--- src/rtl/adder_pkg.sv ---
// Shared definitions for the adder_acc slice: operand/beat widths and FSM state encoding.
package adder_pkg;

  localparam int unsigned OPND_W = 6;
  localparam int unsigned BEAT_W = 7;

  typedef enum logic [1:0] {
    ST_IDLE = 2'd0,
    ST_ACC  = 2'd1,
    ST_HOLD = 2'd2
  } state_t;

endpackage

--- src/rtl/adder_acc_adder.sv ---
// Existing combinational 6-bit adder; {cout, s} is the 7-bit beat sum.
module adder_acc_adder
  import adder_pkg::*;
(
  input  logic [OPND_W-1:0] a,
  input  logic [OPND_W-1:0] b,
  output logic [OPND_W-1:0] s,
  output logic              cout
);

  assign {cout, s} = a + b;

endmodule

--- src/rtl/adder_acc.sv ---
// Burst accumulator: sums x+y beats until last, then holds the result until consumed.
// Define ADDER_ACC_SAT_EN to clamp acc at its maximum on overflow instead of wrapping.
module adder_acc
  import adder_pkg::*;
#(
  parameter int unsigned ACC_W = 12,
  parameter int unsigned CNT_W = 8
) (
  input  logic              clk,
  input  logic              rst_n,
  input  logic              in_valid,
  output logic              in_ready,
  input  logic [OPND_W-1:0] x,
  input  logic [OPND_W-1:0] y,
  input  logic              last,
  output logic              out_valid,
  input  logic              out_ready,
  output logic [ACC_W-1:0]  acc,
  output logic [CNT_W-1:0]  count,
  output logic              ovf
);

  state_t             r_state;
  logic               r_in_ready;
  logic               r_out_valid;
  logic [ACC_W-1:0]   r_acc;
  logic [CNT_W-1:0]   r_count;
  logic               r_ovf;

  logic [OPND_W-1:0]  w_s;
  logic               w_cout;
  logic [BEAT_W-1:0]  w_beat;
  logic [ACC_W:0]     w_sum;
  logic               w_ovf_now;
  logic               w_take;
  logic [ACC_W-1:0]   w_acc_nxt;

  adder_acc_adder u_adder (
    .a    (x),
    .b    (y),
    .s    (w_s),
    .cout (w_cout)
  );

  assign w_beat    = {w_cout, w_s};
  assign w_sum     = {1'b0, r_acc} + {{(ACC_W + 1 - BEAT_W){1'b0}}, w_beat};
  assign w_ovf_now = w_sum[ACC_W];
  assign w_take    = in_valid && r_in_ready;

  always_comb begin
    w_acc_nxt = w_sum[ACC_W-1:0];
`ifdef ADDER_ACC_SAT_EN
    // Once overflowed, acc stays pinned at max for the rest of the burst.
    if (r_ovf || w_ovf_now) begin
      w_acc_nxt = '1;
    end
`endif
  end

  always_ff @(posedge clk) begin
    if (!rst_n) begin
      r_state     <= ST_IDLE;
      r_in_ready  <= 1'b1;
      r_out_valid <= 1'b0;
      r_acc       <= '0;
      r_count     <= '0;
      r_ovf       <= 1'b0;
    end else begin
      case (r_state)
        ST_IDLE, ST_ACC: begin
          if (w_take) begin
            r_acc   <= w_acc_nxt;
            r_count <= (r_count == '1) ? r_count : r_count + 1'b1;
            r_ovf   <= r_ovf | w_ovf_now;
            if (last) begin
              r_state     <= ST_HOLD;
              r_in_ready  <= 1'b0;
              r_out_valid <= 1'b1;
            end else begin
              r_state <= ST_ACC;
            end
          end
        end
        ST_HOLD: begin
          if (out_ready) begin
            r_state     <= ST_IDLE;
            r_in_ready  <= 1'b1;
            r_out_valid <= 1'b0;
            r_acc       <= '0;
            r_count     <= '0;
            r_ovf       <= 1'b0;
          end
        end
        default: begin
          r_state     <= ST_IDLE;
          r_in_ready  <= 1'b1;
          r_out_valid <= 1'b0;
          r_acc       <= '0;
          r_count     <= '0;
          r_ovf       <= 1'b0;
        end
      endcase
    end
  end

  assign in_ready  = r_in_ready;
  assign out_valid = r_out_valid;
  assign acc       = r_acc;
  assign count     = r_count;
  assign ovf       = r_ovf;

endmodule

--- config.mk ---
export PLATFORM = sky130hd
export DESIGN_NAME = adder_acc
export DESIGN_NICKNAME = d
export VERILOG_FILES = /design/src/rtl/adder_pkg.sv /design/src/rtl/adder_acc_adder.sv /design/src/rtl/adder_acc.sv
export SDC_FILE = /design/constraint.sdc
export NUM_CORES = 1
export LEC_CHECK = 0
export BUFFER_PORTS_ARGS = -buffer_cell sky130_fd_sc_hd__clkbuf_2
export CAP_MARGIN = 20
export CORE_MARGIN = 2
export CORE_UTILIZATION = 45
export DETAILED_ROUTE_END_ITERATION = 16
export GPL_TIMING_DRIVEN = 0
export PLACE_DENSITY = 0.7
export SLEW_MARGIN = 30
export SYNTH_ARGS = -nofsm -noshare
export SYNTH_HDL_FRONTEND = slang
export SYNTH_SLANG_ARGS = --single-unit
--- constraint.sdc ---
create_clock -name clk -period 4.5 [get_ports clk]
set_input_delay 1.35 -clock clk [delete_from_list [all_inputs] [get_ports clk]]
set_output_delay 1.35 -clock clk [all_outputs]
set_load 0.05 [all_outputs]
==> results_dict.tcl <==
set metrics [dict create \
    finalWeightedCongestion 0.8213 \
    finalNonFillerCells 240 \
    dominantRegCellSynth "sky130_fd_sc_hd__dfxtp_1" \
    clock_latency_ns 0.33 \
    critical_path_buf_inv_count 1 \
    max_stage_delay_ns 0.47 \
    use_met3_pct 2.559 \
    synth.top_cells.by_area "sky130_fd_sc_hd__dfxtp_1, sky130_fd_sc_hd__fa_1, sky130_fd_sc_hd__xnor2_1" \
    synth.net_count 184 \
    postSynthCellCount 153 \
    number_of_rows_created_at_floorplan 20 \
    io_pins 40 \
    cp_max_fo 3 \
    critical_path.most_common_cell "sky130_fd_sc_hd__fa_1" \
    rr_startpoint "acc[1]$_SDFFE_PN0P_" \
    max_slew.worst_pin.slew_ns 0.4382 \
    yosysTopAreaCell "sky130_fd_sc_hd__dfxtp_1" \
    timing.setup.tns_ns 0 \
    cts.sink_count 25 \
    grt_use_met1_pct 22.47 \
    groute.layer.met2.usage_pct 30.41 \
    worst_setup_path_end_kind "register" \
    maxSlewViolCount 0 \
    vias_in_the_first_global_route 1128 \
    post_cts_resize_count 0 \
    grt-busiest-layer "met2" \
    synth-simple-area-share_pct 19.57 \
    synth_seq_cells 25 \
    syn-cell-area_um2 1451 \
    crit_path_top_delay_cell "sky130_fd_sc_hd__fa_1" \
    synth_sequential_area_ratio_pct 34.48 \
    core_area_um2 3053 \
    layout-area-overhead-vs-synth_pct 19.05 \
    final_period_minus_worst_setup_slack_ns 3.175 \
    synth_adder_area_share_pct 15.69 \
    synth_enable_flop_cells 0 \
    cap_violations 0 \
    starting_density_pct 47.54 \
    result_of_the_run "finished clean" \
    die_h_um 60.79 \
    cts.path.max_buffers 2 \
    synthXorXnorAreaFrac_pct 9.052 \
    fin_skew_ns 0.002130 \
    buffer_ports.inserted 39 \
    post_synth_num_cell_types 40 \
    ant_nets 0 \
    die-area_um2 3695 \
    critPathLaunchType "primary input" \
    post_cts_hold_fix_bufs 0 \
    synth_mux_area_share_pct 0 \
    ff2ff_setup_slack_ns 2.08 \
    groute.usage.overall_pct 17.82 \
    routed_via_density 5.204 \
    worstPathRequired_ns 4.74 \
    vias 1249 \
    cts_inserted_buffers 3 \
    path_cells "clkbuf_2 -> fa_1 -> ha_1 -> fa_1 -> a21oi_1 -> o21ai_0 -> and4bb_1 -> xnor2_1 -> nor2_1" \
    grt_pass1_wl_um 4850 \
    wl_um 3103 \
    grt_max_degree 14 \
    synth_top_family_by_area "simple AND/OR/NAND/NOR gates" \
    final_hold_viol_count 0 \
    chipWidth_um 60.79 \
    length_of_the_first_detailed_routing_pass_in_iterations 4 \
    drive_above_1_share_pct 25.00 \
    synth_compound_gate_area_share_pct 18.45 \
    clk_transition_reported_paths_ns 0.14 \
    number_of_antenna_violations_at_the_first_check_in_global_routing 0 \
    crit_type "primary input to register" \
    min_from "out_valid$_SDFFE_PN0P_" \
    tritoncts "yes" \
    hpwlAfterDp_um 2428 \
    yosys_warns 0 \
    drtIter0Drc 39 \
    power.density_nw_per_um2 378.7 \
    grt_setup_unrepaired "no" \
    leakage_nw 0.7406 \
    cts_post_setup_buffers_inserted 0 \
    routed_wirelength_normalized_by_instance_count_um 12.93 \
    route.detailed.drc 0 \
    vdd_drop_max_uv 250.5 \
    critPathLaunch "y[1]" \
    timing.slew.headroom_pct 70.48 \
    n_antenna_cell 0 \
    finalCritPeriodShare_pct 70.56 \
    clock_tree.root_cell "sky130_fd_sc_hd__clkbuf_4" \
    synth.avg_cell_area_um2 9.486 \
    hold_class "register to register" \
    layout_common_cells "sky130_fd_sc_hd__clkbuf_2, sky130_fd_sc_hd__dfxtp_1, sky130_fd_sc_hd__nor2_1" \
    final_net_count 228 \
    synth_top_cell_area_share_pct 34.48 \
    finalSetupViolCount 0 \
    timing.fmax_mhz 314.9 \
    fillCellCount 305 \
    globalRouteOverflowTotal 0 \
    numPlacedInstances 236 \
    cts.htree.levels 1 \
    layout_commonest_cell "sky130_fd_sc_hd__clkbuf_2" \
    crit_family "adder cells" \
    cp.arrival_ns 3.42 \
    synthArstFlopShare_pct 0 \
]
==> Yosys cell counts, drive strengths merged (4+ instances only) <==
library cell	count
a21oi	8
nand3	6
nand4	4
inv	7
nor2b	6
nand2	6
ha	7
dfxtp	25
xnor2	12
nor2	16
fa	7
a211oi	4
nor3	5
o21ai	7
==> logic make-up after synthesis <==
| logic type | count (synthesis) |
|---|---|
| simple gates | 52 |
| flops | 25 |
| compound gates | 37 |
| fa+ha+maj | 14 |
| buf+inv | 10 |
| xor+xnor | 15 |
==> area by class of cell <==
| cell class | count | area (µm²) | share of cell area [%] |
|---|---|---|---|
| multi-input combinational | 118 | 910.9 | 52.72 |
| sequential | 25 | 500.5 | 28.96 |
| timing repair buffer | 39 | 195.2 | 11.30 |
| tap | 44 | 55.05 | 3.186 |
| clock buffer | 4 | 26.28 | 1.521 |
| inverter | 7 | 26.28 | 1.521 |
| buffer | 3 | 13.76 | 0.7965 |
==> metal layers <==
metal / up-vias / part of all wire, %
li1: 631 / -
met1: 579 / 47
met2: 32 / 47
met3: 7 / 4.4
met4: 0 / 1.9
met5: - / 0
==> registers in the layout, summed over array words and instances, names as in the netlist <==
register and flops:
acc 12, count 8, in_ready 1, out_valid 1
ovf 1, r_state 2
==> metrics by stage <==
| stage | worst slack [ns] | area, µm² | hold WS, ns | util (%) | total power [mW] |
|---|---|---|---|---|---|
| floorplan | 1.239 | 1451 | 0.5457 | - | 0.4885 |
| global placement | 0.9742 | 1702 | 0.4602 | 55.74 | 0.5462 |
| detailed placement | 0.9564 | 1702 | 0.4710 | 55.74 | 0.5532 |
| CTS | 1.319 | 1728 | 0.4897 | 56.60 | 0.6587 |
| global route | 1.223 | 1728 | 0.5218 | 56.60 | 0.7013 |
| finish | 1.325 | 1728 | 0.4854 | 56.60 | 0.6544 |
==> tightest hold or removal path: cells and delay by family, from the launching register on <==
| family | cells | cell delay [ns] |
|---|---|---|
| simple gates | 1 | 0.06 |
| compound gates | 1 | 0.05 |
| flops | 1 | 0.34 |
==> power breakdown <==
part | internal [mW] | switching (mW) | leakage [nW]
clock network | 0.0349 | 0.0713 | 0.0150
registers | 0.241 | 0.0190 | 0.204
logic | 0.107 | 0.181 | 0.522
total | 0.383 | 0.271 | 0.741
==> worst paths after layout <==
| check | endpoint | cells past startpoint |
|---|---|---|
| worst max-delay path | acc[9]$_SDFFE_PN0P_ | 9 |
| worst min-delay path | out_valid$_SDFFE_PN0P_ | 2 |
| worst max register to register | acc[9]$_SDFFE_PN0P_ | 8 |
| worst min register to register | out_valid$_SDFFE_PN0P_ | 2 |
No activity file was read; power rests on OpenSTA's default activity.
